`config.mk`:
```
export PLATFORM = sky130hd
export DESIGN_NAME = special_case_mult_unit
export DESIGN_NICKNAME = d
export VERILOG_FILES = /design/src/rtl/special_case_mult_unit.sv
export SDC_FILE = /design/constraint.sdc
export NUM_CORES = 1
export LEC_CHECK = 0
export CAP_MARGIN = 20
export CORE_MARGIN = 10
export CORE_UTILIZATION = 33
export CTS_BUF_LIST = sky130_fd_sc_hd__clkbuf_2
export DETAILED_ROUTE_END_ITERATION = 12
export PLACE_DENSITY = 0.89
export SYNTH_ARGS = -nofsm -noshare
export SYNTH_HDL_FRONTEND = slang
export SYNTH_SLANG_ARGS = --single-unit
```
`constraint.sdc`:
```
create_clock -name clk -period 2.2 [get_ports clk]
set_clock_uncertainty 0.2 [all_clocks]
set_input_delay 0.22 -clock clk [delete_from_list [all_inputs] [get_ports clk]]
set_output_delay 0.22 -clock clk [all_outputs]
set_load 0.03 [all_outputs]
```
`src/rtl/special_case_mult_unit.sv`:
```
// Two-stage IEEE-754 special-operand path for the multiplier: classifies both operands,
// resolves the zero/inf/NaN outcome and delivers the bypass result word with sticky flags.
module special_case_mult_unit #(
    parameter int W   = 32,
    parameter int EW  = 8,
    parameter int SW  = 23,
    parameter bit DAZ = 1'b1
) (
    input  logic         clk,
    input  logic         rst,
    input  logic         load,
    input  logic [W-1:0] Data_A,
    input  logic [W-1:0] Data_B,
    input  logic         out_ready,
    input  logic         clr,
    output logic         in_ready,
    output logic         out_valid,
    output logic         zero_m_flag,
    output logic         inf_m_flag,
    output logic         nan_m_flag,
    output logic         special_flag,
    output logic [W-1:0] special_result,
    output logic         sticky_inf,
    output logic         sticky_nan
);

    typedef struct packed {
        logic nan;
        logic inf;
        logic zero;
    } op_class_t;

    localparam op_class_t  CLASS_NONE = 3'b000;
    localparam logic [W-1:0] QNAN_WORD = {1'b0, {EW{1'b1}}, 1'b1, {(SW-1){1'b0}}};

    function automatic op_class_t classify(input logic [EW-1:0] exp_f, input logic [SW-1:0] mant_f);
        op_class_t c;
        c = CLASS_NONE;
        if (exp_f == {EW{1'b1}}) begin
            if (mant_f == {SW{1'b0}}) begin
                c.inf = 1'b1;
            end else begin
                c.nan = 1'b1;
            end
        end else if (exp_f == {EW{1'b0}}) begin
            // Denormals only collapse to zero when flushing is enabled.
            if ((mant_f == {SW{1'b0}}) || DAZ) begin
                c.zero = 1'b1;
            end else begin
                c.zero = 1'b0;
            end
        end else begin
            c = CLASS_NONE;
        end
        return c;
    endfunction

    logic         en_s;
    logic         hs_s;
    logic         s1_valid_q, s1_valid_d;
    op_class_t    cls_a_q, cls_a_d;
    op_class_t    cls_b_q, cls_b_d;
    logic         sign_q, sign_d;
    logic         res_nan_s, res_inf_s, res_zero_s;
    logic         out_valid_q, out_valid_d;
    logic         zero_q, zero_d;
    logic         inf_q, inf_d;
    logic         nan_q, nan_d;
    logic         special_q, special_d;
    logic [W-1:0] result_q, result_d;
    logic         sticky_inf_q, sticky_inf_d;
    logic         sticky_nan_q, sticky_nan_d;

    assign en_s     = !out_valid_q || out_ready;
    assign hs_s     = out_valid_q && out_ready;
    assign in_ready = en_s;

    // Stage 1: capture operand classes and product sign, or a bubble when idle.
    always_comb begin
        s1_valid_d = s1_valid_q;
        cls_a_d    = cls_a_q;
        cls_b_d    = cls_b_q;
        sign_d     = sign_q;
        if (en_s) begin
            s1_valid_d = load;
            if (load) begin
                cls_a_d = classify(Data_A[W-2 -: EW], Data_A[SW-1:0]);
                cls_b_d = classify(Data_B[W-2 -: EW], Data_B[SW-1:0]);
                sign_d  = Data_A[W-1] ^ Data_B[W-1];
            end else begin
                cls_a_d = CLASS_NONE;
                cls_b_d = CLASS_NONE;
                sign_d  = 1'b0;
            end
        end else begin
            s1_valid_d = s1_valid_q;
        end
    end

    // Outcome priority: NaN (including 0 x inf) beats inf beats zero.
    always_comb begin
        res_nan_s  = s1_valid_q && (cls_a_q.nan || cls_b_q.nan ||
                                    (cls_a_q.zero && cls_b_q.inf) ||
                                    (cls_a_q.inf && cls_b_q.zero));
        res_inf_s  = s1_valid_q && !res_nan_s && (cls_a_q.inf || cls_b_q.inf);
        res_zero_s = s1_valid_q && !res_nan_s && !res_inf_s && (cls_a_q.zero || cls_b_q.zero);
    end

    // Stage 2: build the result word and flags; hold everything while stalled.
    always_comb begin
        out_valid_d = out_valid_q;
        zero_d      = zero_q;
        inf_d       = inf_q;
        nan_d       = nan_q;
        special_d   = special_q;
        result_d    = result_q;
        if (en_s) begin
            out_valid_d = s1_valid_q;
            zero_d      = res_zero_s;
            inf_d       = res_inf_s;
            nan_d       = res_nan_s;
            special_d   = res_zero_s || res_inf_s || res_nan_s;
            case ({res_nan_s, res_inf_s, res_zero_s})
                3'b100:  result_d = QNAN_WORD;
                3'b010:  result_d = {sign_q, {EW{1'b1}}, {SW{1'b0}}};
                3'b001:  result_d = {sign_q, {(W-1){1'b0}}};
                default: result_d = {W{1'b0}};
            endcase
        end else begin
            out_valid_d = out_valid_q;
        end
    end

    // Sticky exception flags: a delivered result sets, clr clears, set wins a tie.
    always_comb begin
        sticky_inf_d = (sticky_inf_q && !clr) || (hs_s && inf_q);
        sticky_nan_d = (sticky_nan_q && !clr) || (hs_s && nan_q);
    end

    // State registers with asynchronous active-low reset.
    always_ff @(posedge clk or negedge rst) begin
        if (!rst) begin
            s1_valid_q   <= 1'b0;
            cls_a_q      <= CLASS_NONE;
            cls_b_q      <= CLASS_NONE;
            sign_q       <= 1'b0;
            out_valid_q  <= 1'b0;
            zero_q       <= 1'b0;
            inf_q        <= 1'b0;
            nan_q        <= 1'b0;
            special_q    <= 1'b0;
            result_q     <= {W{1'b0}};
            sticky_inf_q <= 1'b0;
            sticky_nan_q <= 1'b0;
        end else begin
            s1_valid_q   <= s1_valid_d;
            cls_a_q      <= cls_a_d;
            cls_b_q      <= cls_b_d;
            sign_q       <= sign_d;
            out_valid_q  <= out_valid_d;
            zero_q       <= zero_d;
            inf_q        <= inf_d;
            nan_q        <= nan_d;
            special_q    <= special_d;
            result_q     <= result_d;
            sticky_inf_q <= sticky_inf_d;
            sticky_nan_q <= sticky_nan_d;
        end
    end

    assign out_valid      = out_valid_q;
    assign zero_m_flag    = zero_q;
    assign inf_m_flag     = inf_q;
    assign nan_m_flag     = nan_q;
    assign special_flag   = special_q;
    assign special_result = result_q;
    assign sticky_inf     = sticky_inf_q;
    assign sticky_nan     = sticky_nan_q;

endmodule
```
==> results by stage, run 1 <==
Route:
- The number of antenna-violating nets in the routed design is 0.
- The total iterations of the first detailed-routing run is 4.
- The detailed-route wire length is about 3700 um.
- The detail-routed net length per standard cell is between 10 and 15 um.
- After detailed routing, the number of remaining DRC violations is 0.
- In the routed layout, each cell is associated on average with a via count of around 4.5.
- For this block, the via count after detailed routing is between 1000 and 1500.
- After the first detailed-routing iteration, the DRC count stood at 46.

Setup path:
- The slowest cell on the critical path is clkdlybuf4s50_1.
- The worst stage delay on the critical path is 0.73 ns.
- The data arrival time of the critical path is 1.53 ns.
- The worst setup path is captured at an output port.
- The worst setup path is launched from a register.
- The required arrival time at the worst endpoint is approximately 1.8 ns.
- The kind of cell adding the most delay to the critical path is buffers and inverters.
- The signal on the critical path passes through clkdlybuf4s50_1.
- The highest fanout seen on the critical path is 9.
- The critical path is of the register to output port type.
- The number of buffers and inverters on the critical path is 1.

Cells and area:
- Summing all multi-input logic gate instances after layout gives just over 500 um2.
- Fill cells in the final layout number approximately 280.
- The layout cell share with drive strength beyond 1 is 0.0476.
- The repair_antennas step left the layout with diodes totalling 0.
- The utilization after layout is 0.609.
- The library cell used most frequently in the layout, excluding fill and tap cells, is clkdlybuf4s50_1.
- In the final layout, flip-flops and latches occupy 425 um2.
- In the final design database the tool counted 280 nets.
- The area growth from synthesis to layout is 72.8%.
- Leaving out fill and tap cells, the most frequent cells in the layout are 85 x clkdlybuf4s50_1, 22 x conb_1, 17 x dfrtp_1, 16 x nand2_1, 12 x nor4_1.

CTS:
- After clock tree synthesis, the setup repair step added 0 buffers.
- TritonCTS built the clock tree.
- After clock tree synthesis, the repair step resized 0 gates.
- The clock root buffer is clkbuf_2.
- In this run the number of H-tree levels came out at 1.
- The later-pin clock latency in the skew report is slightly below 0.3 ns.
- Clock tree synthesis inserted a total of 3 buffers.
- The clock input transition at the sequential cells of the worst setup and hold paths is between 0.15 and 0.2 ns.
- In this run the deepest clock path goes through 2 buffers.
- The clock sink count is 17.

Worst hold path:
- The type of the worst min-delay path is input port to register.

Yosys:
- Synthesis produced roughly 130 cells.
- Of the synthesized area, sequential elements account for 0.386.
- The count of yosys warnings during synthesis is 0.
- The library cell with the largest summed area after synthesis is dfrtp_1.
- The synthesized area per cell is 8.61 um2.
- The synthesized netlist occupies a cell area of about 1100 um2.
- In the post-synthesis netlist, the biggest area contributors are dfrtp_1 39%, buf_4 20%, nor4_1 6.8%.
- Synthesis instantiated 26 different standard cells from the library.
- The share of synthesized area in the top cell type comes to 0.386.
- The flip-flop and latch count after synthesis is 17.

GRT:
- The via count of the first global-routing pass is 1230.
- The first-pass GRT wire length is between 5000 and 6000 um.
- For this run, the total global-route usage over all layers was measured as 0.118.
- The number of antenna violations at the first check in global routing is 0.
- Summed over all layers, the global routing overflow is 0.
- The pin count of the biggest net entering global routing is 20.

Power:
- The share of total power dissipated in the clock network is 0.198.
- The worst vdd rail ir drop is between 0.15 and 0.2 mV.
- The part of the power in registers is 0.453.
- The cell-internal power is 0.502 mW.
- Of the total power, the share spent switching nets is 0.307.
- The analysis attributes to net switching a power of between 0.2 and 0.25 mW.
- Summed over all cells, the static leakage comes to 0.779 nW.
- The share of total power in combinational logic is 0.349.
- The power density over the cells is 380 nW/um2.

Run status:
- The flow ran to the end, and the final reports show no timing, DRC or antenna violations.

Placement:
- The post-detailed-placement half-perimeter wirelength is about 3400 um.
- The final RePlAce weighted congestion is between 0.7 and 0.8.
- The number of buffer cells added on primary ports is 86.

Timing:
- For the final routed database, the setup TNS stands at 0 ns.
- Derived from the worst setup path, the maximum achievable clock frequency is 513 MHz.
- The total count of max-transition violations in the final report is 0.
- The final hold violation count is 0.
- Setup violations remaining at the end of the flow were counted as 0.
- The fraction of the cycle the final worst path needs is 0.886.
- Setup repair after global routing left no endpoint under its margin.
- The minimum clock period is around 2 ns.

Floorplanning:
- The placeable core region is 3130 um2.
- From bottom edge to top edge, the die measures around 80 um.
- The overall die width is 77.8 um.
- The die covers around 6100 um2.
- approximately 110 I/O pins were placed.
- After floorplanning, the core was divided into 20 placement rows.
- The effective utilization at floorplan is 0.352.

Flow run:
- The tool flagged a number of max-cap violations equal to 0.
[power by group through the flow]
stage	Combinational, mW	Sequential [mW]	Clock [mW]
2_1_floorplan	0.123	0.339	0
3_3_place_gp	0.247	0.333	0
3_5_place_dp	0.250	0.334	0
4_1_cts	0.251	0.328	0.148
5_1_grt	0.270	0.330	0.165
6_report	0.253	0.328	0.144
[synth_stat cells, drive strengths merged]
library cell   n
buf           32
nand2         17
o41ai          1
or2b           1
nand4b         1
a32o           1
o21ai         11
nand3          2
inv            2
a22o           4
or2            1
nor3           5
nand2b         1
nor2b          1
a211oi         1
conb           1
dfrtp         17
nor2           7
or3            1
clkinv         1
nand4          7
xnor2          1
nor4          12
[repair_timing]
action,in CTS,in global routing
endpoints found under the hold margin,0,9
setup endpoints to repair,0,0
hold buffers,0,1
[final cells by class]
| type | instances | share of cell area |
|---|---|---|
| Clock buffer | 4 | 0.0105 |
| Inverter | 3 | 0.00657 |
| Tap cell | 44 | 0.0289 |
| Timing Repair Buffer | 89 | 0.464 |
| Multi-Input combinational cell | 97 | 0.267 |
| Sequential cell | 17 | 0.223 |
[path summary, 6_finish.rpt]
kind,to,slack [ns],from,depth (start not counted)
max,special_result[26],0.25,special_result[30],1
min,sticky_inf,0.29,clr,2
max reg2reg,cls_b_q[2],0.73,out_valid,5
min reg2reg,cls_a_q[2],0.31,cls_a_q[2],2
max in group asynchronous,cls_a_q[2],1.04,rst,3
min in group asynchronous,nan_m_flag,0.57,rst,3
[kinds of logic after synthesis]
kind of cell | synth area share
AND/OR/NAND/NOR | 0.272
flip-flops | 0.386
other | 0.00340
AO/OA/AOI/OAI | 0.106
XOR/XNOR | 0.00795
buffers and inverters | 0.225
[per-stage QoR]
stage                     total power, mW  setup WS, ns  area (um2)  std cells  hold WS, ns
after floorplan                     0.461         0.591        1180        149       -0.276
after global placement              0.580         0.490        1870        249        0.265
after detailed placement            0.584         0.434        1870        249        0.274
after CTS                           0.727         0.226        1890        253       0.0182
after global routing                0.765         0.127        1900        254        0.276
final                               0.725         0.252        1900        254        0.288
[worst register-to-register path, stage by stage, from the launching register on]
cell and delay (ns):
dfrtp_1 0.44, nor2b_4 0.14, clkinv_2 0.08, nand2_4 0.07, or3_1 0.38, o21ai_1 0.12
[metal layers]
metal	vias up	GRT usage	part of all wire
met5	-	0	0
met4	0	0.0219	0.0032
met3	2	0.0576	0.087
met2	53	0.214	0.54
met1	512	0.119	0.37
li1	570	-	-
Note: power is estimated with default switching activity, not from simulation.
==> run 2, diff against run 1 <==
CORE_UTILIZATION = 30   (was 33)
CTS_CLUSTER_SIZE = 25   (was unset)
PLACE_DENSITY = 0.82   (was 0.89)
clock period = 2 ns   (was 2.2 ns; I/O delays follow)
==> run 2 against run 1 <==
Effect of this change: critical path depth unchanged; non-clock buffer count down 1; routed wire length is 2.6% lower; hold slack lost 0.26 ns; sequential cell count did not move; count of clock-buffer cells in the layout stayed put; via count fell by 2.6%; global-route usage is 1.3 points lower; sequential share of layout area barely moved; sequential power rose by 10%; design area is 0.13% lower; critical path type unchanged; largest power group unchanged.
==> results by stage, run 2 (synthesized netlist as in run 1, its figures left out) <==
Power:
- The cell-internal power is 0.551 mW (+9.8%).
- The leakage power figure is 0.812 nW (+4.3%).
- The final total power is 0.794 mW (+9.5%).
- The power density over the cells is 417 nW/um2 (+9.7%).
- The clock power share is 0.196 (-0.002).
- The worst vdd rail ir drop is 0.157 mV (-8.8%).
- The net switching power figure is 0.242 mW (+9.0%).
- The share of total power in combinational logic is 0.349 (about the same).
- The switching share of power was 0.305 (-0.00152).
- The part of the power in registers was 0.455 (+0.002).

Timing:
- Setup repair after global routing left no endpoint under its margin.
- The aggregate negative setup slack is 0 ns (unchanged).
- The number of setup violations in the final report is 0 (unchanged).
- The minimum clock period is between 1.5 and 2 ns.
- The final hold violation count is 0 (unchanged).
- The top achievable clock speed is ~530 MHz.
- The fraction of the cycle the final worst path needs is 0.945.
- The total count of max-transition violations in the final report was 0 (unchanged).

Floorplanning:
- The placeable core region was 3440 um2 (+10%).
- The height of the die is 80.6 um (+3.6%).
- The I/O pin count was 109 (unchanged).
- The count of standard-cell rows came to 21 (+5.0%).
- The floorplan die area is 6500 um2 (+7.4%).
- The overall die width is 80.6 um (+3.6%).
- The effective utilization at floorplan came to 0.320 (-0.0322).

Cells and area:
- Leaving out fill and tap cells, the most frequent cell in the layout is clkdlybuf4s50_1.
- The utilization after layout is 0.553 (-0.0563).
- The number of inserted diodes was 0 (unchanged).
- In the layout the commonest cells are 83 x clkdlybuf4s50_1, 22 x conb_1, 17 x dfrtp_1, 16 x nand2_1, 12 x nor4_1.
- The net total in the final layout is 279 (-0.36%).
- The number of fillers in the final layout was 321 (+14%).
- The area growth from synthesis to layout is 72.5%.
- The layout cell share with drive strength beyond 1 is 0.0478 (+0.000228).

CTS:
- The clock sink count is 17 (unchanged).
- The clock input transition at the sequential cells of the worst setup and hold paths is 0.16 ns (about the same).
- The later-pin clock latency in the skew report is 0.28 ns (about the same).
- The depth of the CTS H-tree came to 1 (unchanged).
- The number of buffers added by the clock tree synthesis step is 3 (unchanged).
- The number of buffers inserted by post-CTS setup repair is 0 (unchanged).
- The count of hold buffers inserted by post-cts repair is 0 (unchanged).
- The worst-case clock buffer depth is 2 (unchanged).
- The count of instances resized after the clock tree is built is 0 (unchanged).
- The clock root buffer is clkbuf_2.
- TritonCTS built the clock tree.

GRT:
- The pin count of the biggest net entering global routing is 20 (unchanged).
- The number of antenna violations at the first check in global routing is 0 (unchanged).
- The total global routing overflow came to 0 (unchanged).
- The first-pass GRT wire length came to 5590 um (-4.8%).
- The via count of the first global-routing pass was 1285 (+4.5%).
- The overall fraction of global-route tracks in use came to 0.105 (-0.0128).

Route:
- The detailed-route wire length is 3610 um (-2.6%).
- The number of violations reported at the end of detailed-routing iteration 0 was 30 (-35%).
- The post-route DRC violation count is 0 (unchanged).
- The detail-routed net length per standard cell came to 14.2 um (-3.0%).
- The via count is 1108 (-2.6%).
- The total iterations of the first detailed-routing run was 4 (unchanged).
- The number of antenna-violating nets in the routed design is 0 (unchanged).
- The average vias per placed instance is 4.35 (-2.9%).

Setup path:
- The critical path in this run is classified as register to output port.
- The worst setup path is launched from a register.
- The kind of cell adding the most delay to the critical path is buffers and inverters.
- The data arrival time of the critical path is 1.49 ns (-0.04 ns).
- For this design, the slowest cell found on the critical path is clkdlybuf4s50_1.
- The critical path goes through clkdlybuf4s50_1.
- In this run the worst setup path begins at special_result[30].
- The highest fanout seen on the critical path is 9 (unchanged).
- The required arrival time at the worst endpoint is 1.60 ns (-0.18 ns).
- The startpoint identified for the worst register-to-register timing path is out_valid.
- The number of buffers and inverters on the critical path came to 1 (unchanged).
- The kind of end point of the critical path is an output port.
- The worst stage delay on the critical path is 0.72 ns (about the same).

Placement:
- The number of buffer cells added on primary ports is 86 (unchanged).
- The final RePlAce weighted congestion is 0.759 (+0.60%).
- The post-detailed-placement half-perimeter wirelength is 3270 um (-2.3%).

Worst hold path:
- The type of the worst min-delay path is input port to asynchronous set/reset pin.

Flow run:
- The number of max-cap violations was 0 (unchanged).

Run status:
- The flow ran to the end, and the final reports show no timing, DRC or antenna violations.
## run 2: layout make-up
class / instances / area [um2] / area share
timing repair buffer: 88 / 878 / 0.462
multi-input combinational: 97 / 508 / 0.267
sequential: 17 / 425 / 0.224
tap: 46 / 57.6 / 0.0303
clock buffer: 4 / 20.0 / 0.0105
inverter: 3 / 12.5 / 0.00658
## run 2: final timing paths
path                                 endpoint  slack (ns)  cells after the start
setup / recovery           special_result[26]        0.11                      1
hold / removal                     sticky_inf        0.03                      2
setup reg to reg                   cls_b_q[2]        0.52                      5
hold reg to reg                    cls_a_q[2]        0.31                      2
max in group asynchronous          cls_b_q[2]        1.40                      2
min in group clk                   sticky_nan        0.30                      2
## run 2: metrics by stage
step / std cells / setup slack [ns] / hold slack, ns / area (um2)
floorplan: 149 / 0.391 / -0.296 / 1180
global placement: 251 / 0.302 / 0.265 / 1880
detailed placement: 251 / 0.280 / 0.281 / 1880
CTS: 255 / 0.0709 / 0.0250 / 1900
global route: 255 / 0.00163 / 0.0227 / 1900
finish: 255 / 0.110 / 0.0257 / 1900
## run 2: power groups by stage
stage | combinational [mW] | clock, mW | sequential (mW)
floorplan | 0.135 | 0 | 0.373
global placement | 0.273 | 0 | 0.367
detailed placement | 0.276 | 0 | 0.368
CTS | 0.277 | 0.161 | 0.361
global route | 0.298 | 0.180 | 0.363
finish | 0.277 | 0.156 | 0.361
## run 2: routing by layer
layer,wire length [um],GRT usage,part of all wire,vias up
met5,0,0,0,-
met4,0,0.0211,0,0
met3,378,0.0434,0.10,0
met2,1780,0.178,0.49,59
met1,1460,0.119,0.40,479
li1,-,-,-,570
## run 2: worst register-to-register path, cell delays in order (launching register included)
cell and delay [ns]:
dfrtp_1 0.44, nor2b_4 0.14, clkinv_2 0.07, nand2_4 0.07
or3_1 0.38, o21ai_1 0.12
